===== config.mk =====
export PLATFORM = sky130hd
export DESIGN_NAME = alu_issue_unit_flat
export DESIGN_NICKNAME = d
export VERILOG_FILES = /design/src/rtl/alu_pkg.sv /design/src/rtl/alu_issue_unit_if.sv /design/src/rtl/cmd_fifo.sv /design/src/rtl/alu_issue_unit.sv /design/src/flat_wrapper.sv
export SDC_FILE = /design/constraint.sdc
export NUM_CORES = 1
export LEC_CHECK = 0
export CAP_MARGIN = 20
export CORE_UTILIZATION = 30
export DETAILED_ROUTE_END_ITERATION = 10
export PLACE_DENSITY = 0.47
export SLEW_MARGIN = 10
export SYNTH_ARGS = -nofsm -noshare
export SYNTH_HDL_FRONTEND = slang
export SYNTH_SLANG_ARGS = --single-unit

===== constraint.sdc =====
create_clock -name clk -period 6.5 [get_ports clk]
set_clock_uncertainty 0.05 [all_clocks]
set_input_delay 1.95 -clock clk [delete_from_list [all_inputs] [get_ports clk]]
set_output_delay 1.95 -clock clk [all_outputs]
set_load 0.01 [all_outputs]

===== src/rtl/alu_pkg.sv =====
// Shared widths, ALU opcode encoding and the command payload for the ALU issue unit.
package alu_pkg;

    localparam int unsigned DATA_W   = 32;
    localparam int unsigned CARD_W   = 5;
    localparam int unsigned RADDR_W  = 3;
    localparam int unsigned NUM_REGS = 1 << RADDR_W;

    // Card encoding as decoded by the attached ALU
    localparam logic [CARD_W-1:0] CARD_ADD   = 5'h00;
    localparam logic [CARD_W-1:0] CARD_SUB   = 5'h01;
    localparam logic [CARD_W-1:0] CARD_AND   = 5'h02;
    localparam logic [CARD_W-1:0] CARD_OR    = 5'h03;
    localparam logic [CARD_W-1:0] CARD_XOR   = 5'h04;
    localparam logic [CARD_W-1:0] CARD_PASSA = 5'h05;

    typedef struct packed {
        logic [CARD_W-1:0]  card;
        logic               cin;
        logic [RADDR_W-1:0] ra;
        logic [RADDR_W-1:0] rb;
        logic [RADDR_W-1:0] rd;
        logic               we;
    } cmd_t;

    localparam int unsigned CMD_W = $bits(cmd_t);

endpackage


===== src/rtl/alu_issue_unit_if.sv =====
// Command, preload, ALU-side, result and debug signals of the ALU issue unit.
interface alu_issue_unit_if;
    import alu_pkg::*;

    logic               cmd_valid;
    logic               cmd_ready;
    logic [CARD_W-1:0]  cmd_card;
    logic               cmd_cin;
    logic [RADDR_W-1:0] cmd_ra;
    logic [RADDR_W-1:0] cmd_rb;
    logic [RADDR_W-1:0] cmd_rd;
    logic               cmd_we;
    logic               ld_en;
    logic [RADDR_W-1:0] ld_addr;
    logic [DATA_W-1:0]  ld_data;
    logic [DATA_W-1:0]  alu_a;
    logic [DATA_W-1:0]  alu_b;
    logic               alu_cin;
    logic [CARD_W-1:0]  alu_card;
    logic [DATA_W-1:0]  alu_f;
    logic               alu_cout;
    logic               alu_zero;
    logic               res_valid;
    logic [DATA_W-1:0]  res_data;
    logic               flag_cout;
    logic               flag_zero;
    logic [RADDR_W-1:0] dbg_addr;
    logic [DATA_W-1:0]  dbg_data;

    modport slave (
        input  cmd_valid, cmd_card, cmd_cin, cmd_ra, cmd_rb, cmd_rd, cmd_we,
        input  ld_en, ld_addr, ld_data, alu_f, alu_cout, alu_zero, dbg_addr,
        output cmd_ready, alu_a, alu_b, alu_cin, alu_card,
        output res_valid, res_data, flag_cout, flag_zero, dbg_data
    );

    modport master (
        output cmd_valid, cmd_card, cmd_cin, cmd_ra, cmd_rb, cmd_rd, cmd_we,
        output ld_en, ld_addr, ld_data, alu_f, alu_cout, alu_zero, dbg_addr,
        input  cmd_ready, alu_a, alu_b, alu_cin, alu_card,
        input  res_valid, res_data, flag_cout, flag_zero, dbg_data
    );

endinterface


===== src/rtl/cmd_fifo.sv =====
// Synchronous FIFO with registered full/empty/count; push ignored when full, pop ignored when empty.
module cmd_fifo #(
    parameter  int unsigned WIDTH = 16,
    parameter  int unsigned DEPTH = 4,
    localparam int unsigned PTR_W = (DEPTH > 1) ? $clog2(DEPTH) : 1,
    localparam int unsigned CNT_W = $clog2(DEPTH + 1)
) (
    input  logic             clk,
    input  logic             rst_n,
    input  logic             push,
    input  logic [WIDTH-1:0] wdata,
    input  logic             pop,
    output logic [WIDTH-1:0] head_c,
    output logic             full,
    output logic             empty,
    output logic [CNT_W-1:0] count
);

    logic [WIDTH-1:0] mem_q [DEPTH];
    logic [WIDTH-1:0] mem_d [DEPTH];
    logic [PTR_W-1:0] wr_ptr_q, wr_ptr_d;
    logic [PTR_W-1:0] rd_ptr_q, rd_ptr_d;
    logic [CNT_W-1:0] count_q, count_d;
    logic             full_q, full_d;
    logic             empty_q, empty_d;
    logic             do_push, do_pop;

    always_comb begin
        mem_d    = mem_q;
        wr_ptr_d = wr_ptr_q;
        rd_ptr_d = rd_ptr_q;
        count_d  = count_q;
        do_push  = push && !full_q;
        do_pop   = pop && !empty_q;

        if (do_push) begin
            mem_d[wr_ptr_q] = wdata;
            wr_ptr_d        = wr_ptr_q + PTR_W'(1);
        end
        if (do_pop) begin
            rd_ptr_d = rd_ptr_q + PTR_W'(1);
        end

        case ({do_push, do_pop})
            2'b10:   count_d = count_q + CNT_W'(1);
            2'b01:   count_d = count_q - CNT_W'(1);
            default: count_d = count_q;
        endcase

        full_d  = (count_d == CNT_W'(DEPTH));
        empty_d = (count_d == '0);
    end

    always_ff @(posedge clk) begin
        if (!rst_n) begin
            mem_q    <= '{default: '0};
            wr_ptr_q <= '0;
            rd_ptr_q <= '0;
            count_q  <= '0;
            full_q   <= 1'b0;
            empty_q  <= 1'b1;
        end else begin
            mem_q    <= mem_d;
            wr_ptr_q <= wr_ptr_d;
            rd_ptr_q <= rd_ptr_d;
            count_q  <= count_d;
            full_q   <= full_d;
            empty_q  <= empty_d;
        end
    end

    assign head_c = mem_q[rd_ptr_q];
    assign full   = full_q;
    assign empty  = empty_q;
    assign count  = count_q;

endmodule


===== src/rtl/alu_issue_unit.sv =====
// Issue and write-back stage wrapped around an external combinational ALU:
// command FIFO -> operand read with forwarding -> registered ALU inputs -> result capture.
module alu_issue_unit
    import alu_pkg::*;
#(
    parameter int unsigned FIFO_DEPTH = 4
) (
    input logic            clk,
    input logic            rst_n,
    alu_issue_unit_if.slave io
);

    localparam int unsigned CNT_W = $clog2(FIFO_DEPTH + 1);

    cmd_t             in_cmd_c;
    cmd_t             head_c;
    logic             push_c;
    logic             issue_c;
    logic             fifo_full;
    logic             fifo_empty;
    logic [CNT_W-1:0] fifo_count;
    logic [DATA_W-1:0] opnd_a_c, opnd_b_c;

    logic [DATA_W-1:0]  rf_q [NUM_REGS];
    logic [DATA_W-1:0]  rf_d [NUM_REGS];
    logic [DATA_W-1:0]  alu_a_q, alu_a_d;
    logic [DATA_W-1:0]  alu_b_q, alu_b_d;
    logic               alu_cin_q, alu_cin_d;
    logic [CARD_W-1:0]  alu_card_q, alu_card_d;
    logic               e_valid_q, e_valid_d;
    logic [RADDR_W-1:0] e_rd_q, e_rd_d;
    logic               e_we_q, e_we_d;
    logic               res_valid_q, res_valid_d;
    logic [DATA_W-1:0]  res_data_q, res_data_d;
    logic               flag_cout_q, flag_cout_d;
    logic               flag_zero_q, flag_zero_d;

    assign in_cmd_c = '{card: io.cmd_card, cin: io.cmd_cin, ra: io.cmd_ra,
                        rb: io.cmd_rb, rd: io.cmd_rd, we: io.cmd_we};

    // Ready depends only on registered FIFO state, never on the same-cycle pop
    assign io.cmd_ready = rst_n && !fifo_full;
    assign push_c       = io.cmd_valid && io.cmd_ready;
    assign issue_c      = !fifo_empty;

    cmd_fifo #(
        .WIDTH(CMD_W),
        .DEPTH(FIFO_DEPTH)
    ) u_cmd_fifo (
        .clk   (clk),
        .rst_n (rst_n),
        .push  (push_c),
        .wdata (in_cmd_c),
        .pop   (issue_c),
        .head_c(head_c),
        .full  (fifo_full),
        .empty (fifo_empty),
        .count (fifo_count)
    );

    a_count_range: assert property (@(posedge clk) disable iff (!rst_n)
        fifo_count <= CNT_W'(FIFO_DEPTH));

    // Operand priority: in-flight ALU result, then same-cycle preload, then register file
    always_comb begin
        opnd_a_c = rf_q[head_c.ra];
        opnd_b_c = rf_q[head_c.rb];
        if (io.ld_en && (io.ld_addr == head_c.ra)) opnd_a_c = io.ld_data;
        if (io.ld_en && (io.ld_addr == head_c.rb)) opnd_b_c = io.ld_data;
        if (e_valid_q && e_we_q && (e_rd_q == head_c.ra)) opnd_a_c = io.alu_f;
        if (e_valid_q && e_we_q && (e_rd_q == head_c.rb)) opnd_b_c = io.alu_f;
    end

    always_comb begin
        rf_d        = rf_q;
        alu_a_d     = alu_a_q;
        alu_b_d     = alu_b_q;
        alu_cin_d   = alu_cin_q;
        alu_card_d  = alu_card_q;
        e_valid_d   = 1'b0;
        e_rd_d      = e_rd_q;
        e_we_d      = e_we_q;
        res_valid_d = e_valid_q;
        res_data_d  = res_data_q;
        flag_cout_d = flag_cout_q;
        flag_zero_d = flag_zero_q;

        // ALU write-back is applied last so it wins over a preload to the same register
        if (io.ld_en) rf_d[io.ld_addr] = io.ld_data;
        if (e_valid_q) begin
            if (e_we_q) rf_d[e_rd_q] = io.alu_f;
            res_data_d  = io.alu_f;
            flag_cout_d = io.alu_cout;
            flag_zero_d = io.alu_zero;
        end

        if (issue_c) begin
            alu_a_d    = opnd_a_c;
            alu_b_d    = opnd_b_c;
            alu_cin_d  = head_c.cin;
            alu_card_d = head_c.card;
            e_valid_d  = 1'b1;
            e_rd_d     = head_c.rd;
            e_we_d     = head_c.we;
        end
    end

    always_ff @(posedge clk) begin
        if (!rst_n) begin
            rf_q        <= '{default: '0};
            alu_a_q     <= '0;
            alu_b_q     <= '0;
            alu_cin_q   <= 1'b0;
            alu_card_q  <= '0;
            e_valid_q   <= 1'b0;
            e_rd_q      <= '0;
            e_we_q      <= 1'b0;
            res_valid_q <= 1'b0;
            res_data_q  <= '0;
            flag_cout_q <= 1'b0;
            flag_zero_q <= 1'b0;
        end else begin
            rf_q        <= rf_d;
            alu_a_q     <= alu_a_d;
            alu_b_q     <= alu_b_d;
            alu_cin_q   <= alu_cin_d;
            alu_card_q  <= alu_card_d;
            e_valid_q   <= e_valid_d;
            e_rd_q      <= e_rd_d;
            e_we_q      <= e_we_d;
            res_valid_q <= res_valid_d;
            res_data_q  <= res_data_d;
            flag_cout_q <= flag_cout_d;
            flag_zero_q <= flag_zero_d;
        end
    end

    assign io.alu_a     = alu_a_q;
    assign io.alu_b     = alu_b_q;
    assign io.alu_cin   = alu_cin_q;
    assign io.alu_card  = alu_card_q;
    assign io.res_valid = res_valid_q;
    assign io.res_data  = res_data_q;
    assign io.flag_cout = flag_cout_q;
    assign io.flag_zero = flag_zero_q;
    assign io.dbg_data  = rf_q[io.dbg_addr];

endmodule


===== src/flat_wrapper.sv =====
// flat-port wrapper written by rule: the top's interface ports become plain ports
module alu_issue_unit_flat import alu_pkg::*;
#(
    parameter int unsigned FIFO_DEPTH = 4
)
  (clk, rst_n, io_cmd_valid, io_cmd_card, io_cmd_cin, io_cmd_ra, io_cmd_rb, io_cmd_rd, io_cmd_we, io_ld_en, io_ld_addr, io_ld_data, io_alu_f, io_alu_cout, io_alu_zero, io_dbg_addr, io_cmd_ready, io_alu_a, io_alu_b, io_alu_cin, io_alu_card, io_res_valid, io_res_data, io_flag_cout, io_flag_zero, io_dbg_data);
  alu_issue_unit_if io_i ();
  input logic clk;
  input logic rst_n;
  input wire logic [$bits(io_i.cmd_valid)-1:0] io_cmd_valid;
  input wire logic [$bits(io_i.cmd_card)-1:0] io_cmd_card;
  input wire logic [$bits(io_i.cmd_cin)-1:0] io_cmd_cin;
  input wire logic [$bits(io_i.cmd_ra)-1:0] io_cmd_ra;
  input wire logic [$bits(io_i.cmd_rb)-1:0] io_cmd_rb;
  input wire logic [$bits(io_i.cmd_rd)-1:0] io_cmd_rd;
  input wire logic [$bits(io_i.cmd_we)-1:0] io_cmd_we;
  input wire logic [$bits(io_i.ld_en)-1:0] io_ld_en;
  input wire logic [$bits(io_i.ld_addr)-1:0] io_ld_addr;
  input wire logic [$bits(io_i.ld_data)-1:0] io_ld_data;
  input wire logic [$bits(io_i.alu_f)-1:0] io_alu_f;
  input wire logic [$bits(io_i.alu_cout)-1:0] io_alu_cout;
  input wire logic [$bits(io_i.alu_zero)-1:0] io_alu_zero;
  input wire logic [$bits(io_i.dbg_addr)-1:0] io_dbg_addr;
  output wire logic [$bits(io_i.cmd_ready)-1:0] io_cmd_ready;
  output wire logic [$bits(io_i.alu_a)-1:0] io_alu_a;
  output wire logic [$bits(io_i.alu_b)-1:0] io_alu_b;
  output wire logic [$bits(io_i.alu_cin)-1:0] io_alu_cin;
  output wire logic [$bits(io_i.alu_card)-1:0] io_alu_card;
  output wire logic [$bits(io_i.res_valid)-1:0] io_res_valid;
  output wire logic [$bits(io_i.res_data)-1:0] io_res_data;
  output wire logic [$bits(io_i.flag_cout)-1:0] io_flag_cout;
  output wire logic [$bits(io_i.flag_zero)-1:0] io_flag_zero;
  output wire logic [$bits(io_i.dbg_data)-1:0] io_dbg_data;
  assign io_i.cmd_valid = io_cmd_valid;
  assign io_i.cmd_card = io_cmd_card;
  assign io_i.cmd_cin = io_cmd_cin;
  assign io_i.cmd_ra = io_cmd_ra;
  assign io_i.cmd_rb = io_cmd_rb;
  assign io_i.cmd_rd = io_cmd_rd;
  assign io_i.cmd_we = io_cmd_we;
  assign io_i.ld_en = io_ld_en;
  assign io_i.ld_addr = io_ld_addr;
  assign io_i.ld_data = io_ld_data;
  assign io_i.alu_f = io_alu_f;
  assign io_i.alu_cout = io_alu_cout;
  assign io_i.alu_zero = io_alu_zero;
  assign io_i.dbg_addr = io_dbg_addr;
  assign io_cmd_ready = io_i.cmd_ready;
  assign io_alu_a = io_i.alu_a;
  assign io_alu_b = io_i.alu_b;
  assign io_alu_cin = io_i.alu_cin;
  assign io_alu_card = io_i.alu_card;
  assign io_res_valid = io_i.res_valid;
  assign io_res_data = io_i.res_data;
  assign io_flag_cout = io_i.flag_cout;
  assign io_flag_zero = io_i.flag_zero;
  assign io_dbg_data = io_i.dbg_data;
  alu_issue_unit #(.FIFO_DEPTH(FIFO_DEPTH)) u_core (.clk(clk), .rst_n(rst_n), .io(io_i));
endmodule

# Word-level counts from Yosys, hierarchy flattened
# Cells that the tools add are included.
[word_totals]
ff_bits = 439
romBits = 0
input_bits = 92
latchBits = 0
ramBits = 0
elab_cells = 100
n_memories = 0
[op_classes]
order_cmp = 10
eq_ne = 7
mul = 0
n_addsub = 4
n_div = 0
reduce_logical = 14
bitwise_logic = 7
mux = 30
n_shift = 0
[ops]
columns = ["cell", "count"]
rows = [
  ["$mux W256", 3],
  ["$bwmux W256", 2],
  ["$mux W32", 12],
  ["$bmux W32 S3", 3],
  ["$demux W32 S3", 2],
  ["$bwmux W64", 1],
  ["$mux W16", 3],
  ["$bmux W16 S2", 1],
  ["$demux W16 S2", 1],
  ["$ge A4 B4 Y1 const B", 5],
  ["$not A3 Y4", 5],
  ["$eq A3 B3 Y1", 4],
  ["$logic_and A1 B1 Y1", 11],
  ["$lt A4 B1 Y1 const B", 2],
  ["$ge A3 B3 Y1 const B", 2],
  ["$not A2 Y3", 2],
  ["$pmux W3 S2", 1],
  ["$add A2 B1 Y2 const B", 2],
  ["$add A3 B1 Y3 const B", 1],
  ["$eq A3 B3 Y1 const B", 1],
  ["$logic_not A3 Y1", 1],
  ["$lt A3 B1 Y1 const B", 1],
  ["$sub A3 B1 Y3 const B", 1],
  ["$eq A2 B1 Y1 const B", 1],
  ["other kinds (3)", 4],
]

# Logic depth before layout (Yosys ltp)
[depth]
ltp_word = 10
mapped_depth = 11
ltp_nobuf = 9

# Hierarchy
# Synthesis repeated with hierarchy kept, for this count alone.
[unflattened]
hier_cells = 2492
hier_area_um2 = 26629.3
[by_module_without_submodules]
columns = ["module", "area_each_um2", "seq_area_each_um2", "n_inst", "cells_per_inst"]
rows = [
  ["alu_issue_unit", 23193.5, 7327.0, 1, 2139],
  ["cmd_fifo", 3435.8, 1461.4, 1, 353],
]

# Worst setup path after synthesis
# No wires, ideal clock.
[synth_path]
path_type = "input port to output port"
from = "input io_dbg_addr[0]"
to = "output io_dbg_data[0]"
setup_slack_ns = 1.047
arrival_time_ns = 3.453
stages = 4
n_path_buf = 2
cell_sequence = "clkbuf_1 -> buf_2 -> mux4_2 -> mux2_2"
[synth_between]
elab_chain_cells = 4
[synth_rtl]
columns = ["item", "line", "source"]
rows = [
  ["start, declared", "flat_wrapper.sv:23", "input wire logic [$bits(io_i.dbg_addr)-1:0] io_dbg_addr;"],
  ["$not A3 Y4 (implied by the code)", "alu_issue_unit.sv:146", "assign io.dbg_data = rf_q[io.dbg_addr];"],
  ["$bmux W32 S3", "alu_issue_unit.sv:146", ""],
  ["$mux W32 (implied by the code) (2 in series)", "alu_issue_unit.sv:146", ""],
  ["end, declared", "flat_wrapper.sv:33", "output wire logic [$bits(io_i.dbg_data)-1:0] io_dbg_data;"],
]
# Every way passes these cells. The select of a mux whose other input is x is not followed.

# Final worst setup path
[layout_path]
from = "input io_dbg_addr[1]"
to = "output io_dbg_data[1]"
# The elaborated chain is that of the path after synthesis.

==> results.cfg <==
[critical_path]
setup.worst_path.start_class = input port
r2r_start = u_core.u_cmd_fifo.rd_ptr_q[0]
cp_top_family = buffers and inverters
cp-end-kind = output port
slowest_stage = buf_2
path_cells = buf_2 > buf_4 > mux4_2 > mux2_2 > clkdlybuf4s50_1
cp.required_ns = 4.50
rrSetupSlack_ns = 2.67
crit_path_start = io_dbg_addr[1]
r2r-end = u_core.io.alu_b[30]
crit_fanout = 16
reg2reg_depth = 7
slowest_delay_ns = 0.53
path_class = in -> out
worstPathArrival_ns = 3.96
worst-path-buf-inv = 3

[placed_design]
placed_area_um2 = 29810
place.port_buffers = 229
placed_cells = 3938
dpl.hpwl_mm = 64.46
gp_congestion = 0.8405

[final_layout]
finish.utilization = 0.3572
final_cell_mix = nand2_1, mux2i_1, dfxtp_1
design_area_um2 = 31760
final_common_cell = nand2_1
drive_gt1_frac = 0.1250
fillerInstances = 8835
nets = 2931
area_growth_pct = 17.39
instances_no_fill = 4049

[route]
vias = 23340
wl_mm = 108.7
drt_iter0_drc = 1934
dr.pass1.iters = 6
drc = 0
ant_nets = 0
wl_per_cell_um = 26.85
via_per_inst = 5.763

[synth]
syn_nets = 2922
synth_flop_cell = dfxtp_1
synthCells = 2824
synth_cell_types = 43
yosysWarnings = 0
synth-seq-area-share = 0.3248
yosysTopAreaCell = dfxtp_1
syn_area_per_cell_um2 = 9.581
yosys-top-cells-area = dfxtp_1, mux2i_1, o211a_1
ys_ff_latch = 439
synth_top_area_share = 0.3248
synth_edf_count = 0
async_flop_share = 0
netlist_area_um2 = 27060

[min_path]
hold_depth = 2
holdPathEnd = u_core.u_cmd_fifo.mem_q[27]
hold_class = reg -> reg
hold_start = u_core.u_cmd_fifo.mem_q[27]

[clock_network]
cts_setup_buffers = 0
cts_buffers = 56
cts_max_level = 2
cts_tree = built
clk_latency_ns = 0.62
clockBufferDepth = 3
cts-root-buf = clkbuf_16
cts-resized-gates = 0
cts_sinks = 439
hold_buffers = 0
path_clk_slew_ns = 0.06

[floorplanning]
die_x_um = 302.3
start_util = 0.3043
row_count = 109
die-height_um = 302.3
io_pins = 230
dieArea_um2 = 91390
core_um2 = 88920

[grt]
grt_pass1_wl_mm = 158.5
antenna_found_initial = 3
grt.overflow.total = 0
grt_max_degree = 109
grt_pass1_vias = 23100
grt.total_usage = 0.2325

[sta]
fmax_ghz = 0.1677
period_minus_slack_ns = 5.963
rsz0062_at_grt = no
period_share = 0.9174
finalSetupViolations = 0
hold_violations = 0
setup-tns-final_ns = 0
finalMaxSlewViolations = 0
worst_slew_pin_slew_ns = 1.133
max_slew_margin = 0.2413

[outcome]
status = complete, no violations

[pwr]
power.leakage_uw = 0.01442
powerDensity_nw_per_um2 = 256.5
ir_drop_mv = 0.2043
finalPower_uw = 8149

[job]
cap_violations = 0
==> cell families after synthesis <==
| group | after synthesis | share of synthesized area |
|---|---|---|
| AOI/OAI and AO/OA | 655 | 0.2179 |
| xor gates and xnor gates | 13 | 0.004208 |
| adders and majority gates | 6 | 0.003052 |
| buffers and inverters | 348 | 0.06224 |
| DFF | 439 | 0.3248 |
| muxes | 605 | 0.2626 |
| and+or+nand+nor | 758 | 0.1252 |
==> per-layer routing <==
layer  global-route usage  up-vias  part of all wire
met4              0.08321        4             0.030
met2               0.3757      868              0.46
li1                     -    10450                 -
met3              0.03462      197             0.063
met1               0.3136    11820              0.45
met5                    0        -           0.00030
==> area by class of cell <==
cell class	count	area [um2]	area share
sequential	439	8792	0.2768
inverter	4	15.01	0.0004727
timing repair buffer	295	2912	0.09166
tap	1165	1458	0.04589
multi-input combinational	2037	16680	0.5251
clock inverter	25	285.3	0.008981
clock buffer	81	1617	0.05089
antenna	3	7.507	0.0002364
==> cell usage after synthesis, types with 2 or more instances <==
master,count
nand2_1,543
nand3_1,9
buf_4,15
mux2i_1,489
mux4_2,79
a22oi_2,30
nor2b_1,43
o211a_1,256
nand2b_1,4
buf_2,80
buf_1,16
a21boi_0,75
nor3_1,2
and3_1,9
nand4b_1,3
ha_1,5
and2_1,68
and4_1,2
or2_1,2
nand4_1,65
xnor2_1,13
inv_1,4
buf_6,23
dfxtp_1,439
a221oi_1,33
a2bb2oi_1,2
a211o_1,62
o21ai_0,66
a22oi_1,98
clkbuf_1,207
buf_12,3
mux2_2,36
a221oi_2,31
nor3b_1,3
==> tightest hold or removal path, delay by kind of cell, from the launching register on <==
family / cells / cell delay (ns)
compound gates: 1 / 0.06
flops: 1 / 0.30
simple gates: 1 / 0.04
==> metrics by stage <==
stage	setup WS, ns	hold slack [ns]
2_1_floorplan	1.047	0.3886
3_5_place_dp	0.5637	0.4057
3_3_place_gp	0.5924	0.3980
4_1_cts	0.5593	0.4137
6_report	0.5371	0.4107
5_1_grt	0.5305	0.4408
==> power breakdown <==
group	switching [uW]	total (uW)	internal, uW	leakage, uW
registers	177	3020	2840	0.00356
clock network	1320	3280	1960	0.000947
logic	1080	1850	768	0.00992
total	2580	8150	5570	0.0144
==> registers in the layout (all words and copies together) (netlist names) <==
register,cells
u_core.io.flag_zero,1
u_core.u_cmd_fifo.count,3
u_core.u_cmd_fifo.rd_ptr_q,2
u_core.io.res_data,32
u_core.u_cmd_fifo.mem_q,64
u_core.e_we_q,1
u_core.u_cmd_fifo.wr_ptr_q,2
u_core.io.alu_card,5
u_core.e_rd_q,3
u_core.io.flag_cout,1
u_core.io.res_valid,1
u_core.io.alu_cin,1
u_core.u_cmd_fifo.full,1
u_core.rf_q,256
u_core.u_cmd_fifo.empty,1
u_core.e_valid_q,1
u_core.io.alu_b,32
u_core.io.alu_a,32
==> how the worst max path moves through the flow <==
stage          depth (start not counted)               to  slack (ns)
6_report                               5   io_dbg_data[1]        0.54
5_1_grt                                5  io_dbg_data[15]        0.53
4_1_cts                                5   io_dbg_data[4]        0.56
3_5_place_dp                           5   io_dbg_data[4]        0.56
3_3_place_gp                           5   io_dbg_data[4]        0.59
2_1_floorplan                          4   io_dbg_data[0]        1.05
Power figures use the tool's default switching activity.
